`config.mk`:
```
export PLATFORM = sky130hd
export DESIGN_NAME = muldiv_iter
export DESIGN_NICKNAME = d
export VERILOG_FILES = /design/src/rtl/muldiv_pkg.sv /design/src/rtl/muldiv_step.sv /design/src/rtl/muldiv_iter.sv
export SDC_FILE = /design/constraint.sdc
export NUM_CORES = 2
export LEC_CHECK = 0
export ABC_AREA = 0
export CAP_MARGIN = 20
export CELL_PAD_IN_SITES_DETAIL_PLACEMENT = 1
export CELL_PAD_IN_SITES_GLOBAL_PLACEMENT = 2
export CORE_ASPECT_RATIO = 1.5
export CORE_MARGIN = 2
export CORE_UTILIZATION = 23
export DETAILED_ROUTE_END_ITERATION = 16
export PLACE_DENSITY = 0.64
export RECOVER_POWER = 100
export SETUP_SLACK_MARGIN = 0.15
export SYNTH_ARGS = -nofsm -noshare
export SYNTH_HDL_FRONTEND = slang
export SYNTH_SLANG_ARGS = --single-unit
export TNS_END_PERCENT = 100
```
`constraint.sdc`:
```
create_clock -name clk -period 9.4 [get_ports clk]
set_clock_uncertainty 0.15 [all_clocks]
set_input_delay 1.41 -clock clk [delete_from_list [all_inputs] [get_ports clk]]
set_output_delay 1.41 -clock clk [all_outputs]
set_load 0.1 [all_outputs]
```
`src/rtl/muldiv_pkg.sv`:
```
`default_nettype none
// ============================================================================
// Module      : muldiv_pkg
// Description : Shared op/state encodings and helpers for the iterative
//               multiply/divide unit.
// Revision    : 1.0 - initial release
// ============================================================================
package muldiv_pkg;

    localparam logic [1:0] OP_MULT  = 2'b00;
    localparam logic [1:0] OP_MULTU = 2'b01;
    localparam logic [1:0] OP_DIV   = 2'b10;
    localparam logic [1:0] OP_DIVU  = 2'b11;

    typedef enum logic [1:0] {
        IDLE = 2'd0,
        CALC = 2'd1,
        FIX  = 2'd2,
        DONE = 2'd3
    } state_t;

    // Counter must be able to hold WIDTH itself.
    function automatic int cnt_width(input int width);
        return $clog2(width + 1);
    endfunction

endpackage
`default_nettype wire

```
`src/rtl/muldiv_step.sv`:
```
`default_nettype none
// ============================================================================
// Module      : muldiv_step
// Description : One combinational iteration: shift-add multiply or
//               restoring-divide quotient bit.
// Revision    : 1.0 - initial release
// ============================================================================
module muldiv_step #(
    parameter int WIDTH = 32
) (
    input  logic             i_div,
    input  logic [WIDTH:0]   i_hi,
    input  logic [WIDTH-1:0] i_lo,
    input  logic [WIDTH-1:0] i_opnd,
    output logic [WIDTH:0]   o_hi,
    output logic [WIDTH-1:0] o_lo
);

    logic [WIDTH:0]   w_sum;
    logic [WIDTH:0]   w_shift;
    logic [WIDTH+1:0] w_trial;

    always_comb begin
        w_sum   = i_hi + (i_lo[0] ? {1'b0, i_opnd} : '0);
        w_shift = {i_hi[WIDTH-1:0], i_lo[WIDTH-1]};
        w_trial = {1'b0, w_shift} - {2'b00, i_opnd};
        o_hi    = '0;
        o_lo    = '0;
        if (i_div) begin
            // Negative trial result means the divisor did not fit: restore.
            if (w_trial[WIDTH+1]) begin
                o_hi = w_shift;
                o_lo = {i_lo[WIDTH-2:0], 1'b0};
            end else begin
                o_hi = w_trial[WIDTH:0];
                o_lo = {i_lo[WIDTH-2:0], 1'b1};
            end
        end else begin
            o_hi = {1'b0, w_sum[WIDTH:1]};
            o_lo = {w_sum[0], i_lo[WIDTH-1:1]};
        end
    end

endmodule
`default_nettype wire

```
`src/rtl/muldiv_iter.sv`:
```
`default_nettype none
// ============================================================================
// Module      : muldiv_iter
// Description : Iterative MULT/MULTU/DIV/DIVU unit with start/busy/done
//               handshake and cancel, producing the HI/LO pair.
// Revision    : 1.0 - initial release
// ============================================================================
module muldiv_iter
    import muldiv_pkg::*;
#(
    parameter int WIDTH    = 32,
    parameter bit FAST_MUL = 1'b1
) (
    input  logic             clk,
    input  logic             rst,
    input  logic             i_start,
    input  logic [1:0]       i_op,
    input  logic [WIDTH-1:0] i_a,
    input  logic [WIDTH-1:0] i_b,
    input  logic             i_cancel,
    output logic             o_busy,
    output logic             o_done,
    output logic [WIDTH-1:0] o_hi,
    output logic [WIDTH-1:0] o_lo,
    output logic             o_div_by_zero
);

    localparam int CW = cnt_width(WIDTH);

    state_t             r_state;
    state_t             w_next;
    logic [CW-1:0]      r_cnt;
    logic               r_is_div;
    logic               r_sign_a;
    logic               r_sign_b;
    logic               r_dbz_pend;
    logic               r_dbz;
    logic [WIDTH:0]     r_acc_hi;
    logic [WIDTH-1:0]   r_acc_lo;
    logic [WIDTH-1:0]   r_opnd;
    logic [WIDTH-1:0]   r_hi;
    logic [WIDTH-1:0]   r_lo;

    logic               w_accept;
    logic               w_is_div;
    logic               w_signed;
    logic               w_sa;
    logic               w_sb;
    logic [WIDTH-1:0]   w_abs_a;
    logic [WIDTH-1:0]   w_abs_b;
    logic               w_b_zero;
    logic               w_skip;
    logic [WIDTH:0]     w_step_hi;
    logic [WIDTH-1:0]   w_step_lo;
    logic [2*WIDTH-1:0] w_mag_prod;
    logic [2*WIDTH-1:0] w_prod;
    logic [WIDTH-1:0]   w_fix_hi;
    logic [WIDTH-1:0]   w_fix_lo;

    assign w_accept = ((r_state == IDLE) || (r_state == DONE)) && i_start && !i_cancel;
    assign w_is_div = (i_op == OP_DIV) || (i_op == OP_DIVU);
    assign w_signed = (i_op == OP_MULT) || (i_op == OP_DIV);
    assign w_sa     = w_signed & i_a[WIDTH-1];
    assign w_sb     = w_signed & i_b[WIDTH-1];
    assign w_abs_a  = w_sa ? -i_a : i_a;
    assign w_abs_b  = w_sb ? -i_b : i_b;
    assign w_b_zero = (i_b == '0);
    assign w_skip   = w_is_div ? w_b_zero : FAST_MUL;

    muldiv_step #(
        .WIDTH (WIDTH)
    ) u_step (
        .i_div  (r_is_div),
        .i_hi   (r_acc_hi),
        .i_lo   (r_acc_lo),
        .i_opnd (r_opnd),
        .o_hi   (w_step_hi),
        .o_lo   (w_step_lo)
    );

    generate
        if (FAST_MUL) begin : g_fast_mul
            assign w_mag_prod = {{WIDTH{1'b0}}, r_opnd} * {{WIDTH{1'b0}}, r_acc_lo};
        end else begin : g_iter_mul
            assign w_mag_prod = {r_acc_hi[WIDTH-1:0], r_acc_lo};
        end
    endgenerate

    assign w_prod = (r_sign_a ^ r_sign_b) ? -w_mag_prod : w_mag_prod;

    always_comb begin
        w_fix_hi = w_prod[2*WIDTH-1:WIDTH];
        w_fix_lo = w_prod[WIDTH-1:0];
        if (r_is_div) begin
            if (r_dbz_pend) begin
                // No iterations ran, so the accumulator still holds |a|.
                w_fix_hi = r_sign_a ? -r_acc_lo : r_acc_lo;
                w_fix_lo = '1;
            end else begin
                w_fix_hi = r_sign_a ? -r_acc_hi[WIDTH-1:0] : r_acc_hi[WIDTH-1:0];
                w_fix_lo = (r_sign_a ^ r_sign_b) ? -r_acc_lo : r_acc_lo;
            end
        end
    end

    always_comb begin
        w_next = r_state;
        case (r_state)
            IDLE, DONE: begin
                if (w_accept) begin
                    w_next = w_skip ? FIX : CALC;
                end else begin
                    w_next = IDLE;
                end
            end
            CALC:    if (r_cnt == CW'(WIDTH - 1)) w_next = FIX;
            FIX:     w_next = DONE;
            default: w_next = IDLE;
        endcase
        if (i_cancel) begin
            w_next = IDLE;
        end
    end

    always_ff @(posedge clk) begin
        if (rst) begin
            r_state <= IDLE;
        end else begin
            r_state <= w_next;
        end
    end

    always_ff @(posedge clk) begin
        if (rst) begin
            r_cnt      <= '0;
            r_is_div   <= 1'b0;
            r_sign_a   <= 1'b0;
            r_sign_b   <= 1'b0;
            r_dbz_pend <= 1'b0;
            r_dbz      <= 1'b0;
            r_acc_hi   <= '0;
            r_acc_lo   <= '0;
            r_opnd     <= '0;
            r_hi       <= '0;
            r_lo       <= '0;
        end else if (w_accept) begin
            r_cnt      <= '0;
            r_is_div   <= w_is_div;
            r_sign_a   <= w_sa;
            r_sign_b   <= w_sb;
            r_dbz_pend <= w_is_div & w_b_zero;
            r_dbz      <= 1'b0;
            r_acc_hi   <= '0;
            r_acc_lo   <= w_is_div ? w_abs_a : w_abs_b;
            r_opnd     <= w_is_div ? w_abs_b : w_abs_a;
        end else if (!i_cancel && (r_state == CALC)) begin
            r_acc_hi <= w_step_hi;
            r_acc_lo <= w_step_lo;
            r_cnt    <= r_cnt + 1'b1;
        end else if (!i_cancel && (r_state == FIX)) begin
            r_hi  <= w_fix_hi;
            r_lo  <= w_fix_lo;
            r_dbz <= r_dbz_pend;
        end
    end

    assign o_busy        = (r_state == CALC) || (r_state == FIX);
    assign o_done        = (r_state == DONE);
    assign o_hi          = r_hi;
    assign o_lo          = r_lo;
    assign o_div_by_zero = r_dbz;

endmodule
`default_nettype wire

```
Word-level counts from Yosys, hierarchy flattened
Index checks and enable logic that the tools add are counted.
{ "classes": {"addsub": 8, "mul": 1, "n_eq_ne": 7, "mux": 24, "n_bitwise": 6, "reduce_logical": 18} }
{ "op_table": {"columns": ["operator", "count"], "rows": [
  ["32-bit 2-to-1 mux", 15],
  ["32-bit negator", 4],
  ["33-bit 2-to-1 mux", 2],
  ["32-bit by 32-bit multiplier with 64-bit output", 1],
  ["64-bit 2-to-1 mux", 1],
  ["64-bit negator", 1],
  ["33-bit by 32-bit subtractor with 34-bit output", 1],
  ["33-bit adder", 1],
  ["32-bit zero test", 1],
  ["2-bit equality test (second input constant)", 4],
  ["6-bit by 1-bit adder with 6-bit output (second input constant)", 1],
  ["6-bit by 5-bit equality test with 1-bit output (second input constant)", 1],
  ["2-bit 2-to-1 mux", 3],
  ["2-bit one-hot mux with 3 select lines", 1],
  ["2-bit OR reduction", 3],
  ["1-bit logical AND", 4],
  ["2-bit zero test", 2],
  ["1-bit logical OR", 4],
  ["1-bit bitwise AND", 3],
  ["3-bit AND reduction", 1],
  ["2-bit by 1-bit equality test with 1-bit output (second input constant)", 1],
  ["1-bit 2-to-1 mux", 2],
  ["2-bit inequality test (second input constant)", 1],
  ["1-bit inverter", 2],
  ["other kinds (4)", 4]
]} }
{ "totals": {"ff_bits": 174, "in_bits": 70, "output_inout_bits": 67, "wordCells": 76} }

Depth between registers and ports, before layout
{ "depth": {"ltp_word": 6, "mapped_depth": 35, "depth_no_buf": 30} }

Modules after synthesis
A second synthesis with hierarchy kept.
{ "hier_totals": {"cells_unflattened": 6408, "hier_area_um2": 51874.8} }
{ "by_module_without_submodules": {"columns": ["module", "instances", "cells_each", "area_per_inst_um2", "seq_area_each_um2"], "rows": [
  ["muldiv_iter", 1, 5711, 47181.5, 3483.3],
  ["muldiv_step", 1, 697, 4693.3, 0.0]
]} }

Worst setup path before layout
No wires, ideal clock.
{ "synth_timing": {"path_kind": "reg2reg", "start": "register r_acc_lo[8]", "end": "register r_hi[22] (netlist: o_hi[22])", "setup_time_ns": 0.119, "arrival_time_ns": 8.755, "required_ns": 9.131, "setup_slack_ns": 0.376, "path_stages_with_launch": 33, "n_path_buf": 6, "period_less_slack_ns": 9.024, "path_cell_list": "dfxtp_1 clkbuf_1 buf_1 clkbuf_1 nand2_1 fa_1 fa_1 fa_1 fa_1 inv_1 fa_1 fa_1 fa_1 inv_1 fa_1 inv_1 ha_1 clkbuf_1 and4_1 and2_1 clkbuf_1 and3_1 a21oi_1 o311a_1 o211ai_1 nand2_1 or3_1 buf_2 or4_4 nor4_2 nor3_1 a211o_1 a32o_1"} }
{ "synth_between": {"elab_chain_len": 4, "elab_cells_between_ends": 7, "classes_between": "add/sub: 2; mul: 1; mux: 4"} }
{ "synth_rtl": {"columns": ["item", "line", "rtl"], "rows": [
  ["start, declared", "muldiv_iter.sv:39", "logic [WIDTH-1:0] r_acc_lo;"],
  ["start signal, assigned", "muldiv_iter.sv:154", "r_acc_lo <= w_is_div ? w_abs_a : w_abs_b;"],
  ["start signal, assigned", "muldiv_iter.sv:158", "r_acc_lo <= w_step_lo;"],
  ["32-bit by 32-bit multiplier with 64-bit output / 32-bit negator (equally long branches)", "muldiv_iter.sv:83, muldiv_iter.sv:97", null],
  ["64-bit negator / 32-bit 2-to-1 mux (equally long branches)", "muldiv_iter.sv:89, muldiv_iter.sv:97", null],
  ["64-bit 2-to-1 mux / 32-bit 2-to-1 mux (equally long branches)", "muldiv_iter.sv:89, muldiv_iter.sv:95", null],
  ["32-bit 2-to-1 mux (*)", "muldiv_iter.sv:94", "if (r_is_div) begin"],
  ["end signal, assigned", "muldiv_iter.sv:161", "r_hi <= w_fix_hi;"],
  ["end, declared", "muldiv_iter.sv:41", "logic [WIDTH-1:0] r_hi;"]
]} }
Every way passes the cells marked *; elsewhere a longest branch is shown, timed or not.
A chain may end at the register's enable or synchronous reset.

Worst setup path after layout
Ends and elaborated chain as after synthesis.

==> impl_metrics.tcl <==
set metrics [dict create \
    cp.arrival_ns 9.40 \
    crit_required_ns 9.70 \
    worstMarginPinSlew_ns 3.22 \
    grt_setup_unrepaired "yes" \
    r2r_slack_ns 0.30 \
    avgSynthCellArea_um2 8.21 \
    synthCells 6158 \
    period_share_pct 96.8 \
    cp_common_cell "fa_1" \
    finalNetCount 7676 \
    finalPower_mw 4.52 \
    row_count 210 \
    synth_edf_count 0 \
    slew_headroom_pct -115 \
    reg2reg_to "o_hi[22]$_SDFFE_PP0P_" \
    failed_checks "max-capacitance violations, max-slew violations" \
    drive_gt1_share_pct 10.6 \
    clock_sinks 174 \
    async_reset_ff_share_pct 0 \
    synth_warnings 0 \
    peakVddDrop_mv 0.132 \
    drv_slew 317 \
    drc 0 \
    yosysSeqAreaShare_pct 6.89 \
    port_buffers 136 \
    holdPathStages 2 \
    die_height_um 578 \
    clk_pin_slew_ns 0.09 \
    synth_top_area_cell "fa_1" \
    setup_viol 0 \
    min-delay-start "o_lo[25]$_SDFFE_PP0P_" \
    antenna_violating_nets_post_route 0 \
    grt-ovfl-total 0 \
    critPathBufInv 10 \
    outcome "complete, but fails checks" \
    r2r-start "r_acc_lo[8]$_SDFFE_PP0N_" \
    cp_slowest_cell "fa_1" \
    synth_top_cell_area_share_pct 35.6 \
    crit_family "adder cells" \
    syn_nets 7463 \
    synth_area_um2 50500 \
    max_freq_mhz 110 \
    die_w_um 387 \
    synth.distinct_cells 104 \
    initial_core_util_pct 23.1 \
    dp_slack_ns -0.217 \
    grt_max_degree 95 \
    hold_viol 0 \
    tns_ns 0 \
    grt_usage_pct 20.2 \
    crit_type "reg2reg" \
    clockRootBuffer "clkbuf_16" \
    final_util_pct 27.1 \
    stdcell_count 9255 \
    holdPathEnd "o_lo[25]$_SDFFE_PP0P_" \
    synthFlopType "dfxtp_1" \
    p_leak_nw 27.5 \
    hold_path.class "reg2reg" \
    grt_pass1_wl_um 334000 \
    clkLatencyLatePin_ns 0.58 \
    holdWs_ns 0.305 \
    drtIter0Drc 2292 \
    startpoint_type "flop" \
    avgRoutedWirePerCell_um 24.7 \
    routed-via-count 45150 \
    p_per_area_nw_per_um2 76.5 \
    area.growth.synth_to_final_pct 16.9 \
    reg2reg_depth 32 \
    maxCapViolCount 8 \
    first_pass_iters 5 \
    slowest_delay_ns 0.62 \
    finalCriticalPeriod_ns 9.10 \
    ys_ff_latch 174 \
    cp-end-kind "flop" \
    dieArea_um2 224000 \
    antenna_found_initial 16 \
    place_area_um2 57600 \
    drt-total-wl_um 229000 \
    hpwl_um 191000 \
    vias_per_cell 4.88 \
    ys_top_cells_by_area "fa_1 36%, ha_1 8.3%, dfxtp_1 6.9%, and2_1 6.8%, inv_1 6.7%" \
    fin_ws_ns 0.302 \
    grt_pass1_vias 50385 \
    tritoncts.num_buffers 17 \
    io_pins 137 \
    clockBufferDepth 2 \
    critical_path.max_fanout 8 \
    core_area_um2 218000 \
    globalplace.congestion 0.917 \
    cts_tree "yes" \
    numPlacedInstances 9189 \
    htreeDepth 4 \
    design_area_um2 59100 \
]
==> sequential cells by signal, indices dropped and copies added, names as in the netlist <==
signal / count
o_div_by_zero: 1
o_lo: 32
r_state: 2
r_sign_b: 1
r_is_div: 1
r_sign_a: 1
r_cnt: 6
r_opnd: 32
r_acc_hi: 33
o_hi: 32
r_dbz_pend: 1
r_acc_lo: 32
==> repair_timing <==
action                     CTS  global route
resized for setup           45           138
pin swaps                    1            35
setup buffers                2            15
hold buffers                 0             0
gates cloned                 0             6
setup endpoints to repair   31            33
==> kinds of logic after synthesis <==
group / share of synthesized area, %
buffers and inverters: 9.82
AND/OR/NAND/NOR: 20.2
XOR/XNOR: 4.47
adder cells (fa/ha/maj): 43.9
AO/OA/AOI/OAI: 13.3
multiplexers: 1.31
flip-flops: 6.89
==> synthesized netlist by cell type, types with 103 or more instances <==
library cell  instances
clkbuf_1            347
ha_1                337
nand2_1             767
fa_1                898
a21oi_1             330
xnor2_1             155
nor2_1              357
and2_1              551
dfxtp_1             174
inv_1               899
o21ai_0             165
xor2_1              103
==> where the power goes <==
group          internal, mW  switching (mW)  leakage, nW  total (mW)
logic                  1.11            1.75         25.8        2.85
registers             0.760          0.0725         1.44       0.832
clock network         0.383           0.450        0.289       0.832
total                  2.25            2.27         27.5        4.52
==> layout make-up <==
cell class,count,area (um2)
clock buffers,18,439
diodes,9,22.5
repair buffers,606,5320
well taps,2862,3580
inverters,900,3390
flip-flops and latches,174,3610
clock inverters,14,151
multi-input cells,4672,42600
fillers,25872,159000
==> layer usage <==
layer / GRT usage (%) / vias up / wire length [um]
met2: 38.3 / 924 / 121000
li1: - / 20135 / -
met3: 1.66 / 389 / 8510
met4: 10.3 / 4 / 13300
met1: 22.3 / 23698 / 85300
met5: 0 / - / 25
==> cells in the final DEF, fill, tap and decap left out, types with 31 or more instances in the layout <==
cell type,instances
inv_1,895
fa_1,891
nand2_1,764
and2_1,548
buf_4,404
nor2_1,344
ha_1,323
a21oi_1,315
o21ai_0,160
xnor2_1,153
dfxtp_1,126
xor2_1,102
o211ai_1,96
nor3_1,78
dlygate4sd3_1,71
a21o_1,68
clkdlybuf4s50_1,63
nand3_1,62
mux2i_1,57
a211oi_1,53
a31oi_1,42
or3_1,41
o31ai_1,34
nand4_1,33
o221ai_1,32
nand2b_1,31
==> tightest hold or removal path: cells and delay by family, from the launching register on <==
family          cells  cell delay, ns
flops               1            0.31
compound gates      1            0.05
simple gates        1            0.05
==> how the worst max path moves through the flow <==
stage                             to  slack, ns                      from  depth (start not counted)
2_1_floorplan  o_hi[22]$_SDFFE_PP0P_       0.38  r_acc_lo[8]$_SDFFE_PP0N_                         32
3_3_place_gp   o_hi[22]$_SDFFE_PP0P_      -0.18  r_acc_lo[8]$_SDFFE_PP0N_                         29
3_5_place_dp   o_hi[19]$_SDFFE_PP0P_      -0.22  r_acc_lo[8]$_SDFFE_PP0N_                         28
4_1_cts        o_hi[21]$_SDFFE_PP0P_       0.16  r_acc_lo[5]$_SDFFE_PP0N_                         32
5_1_grt        o_hi[21]$_SDFFE_PP0P_       0.03  r_acc_lo[2]$_SDFFE_PP0N_                         29
6_report       o_hi[22]$_SDFFE_PP0P_       0.30  r_acc_lo[8]$_SDFFE_PP0N_                         32
Power figures use the tool's default switching activity.
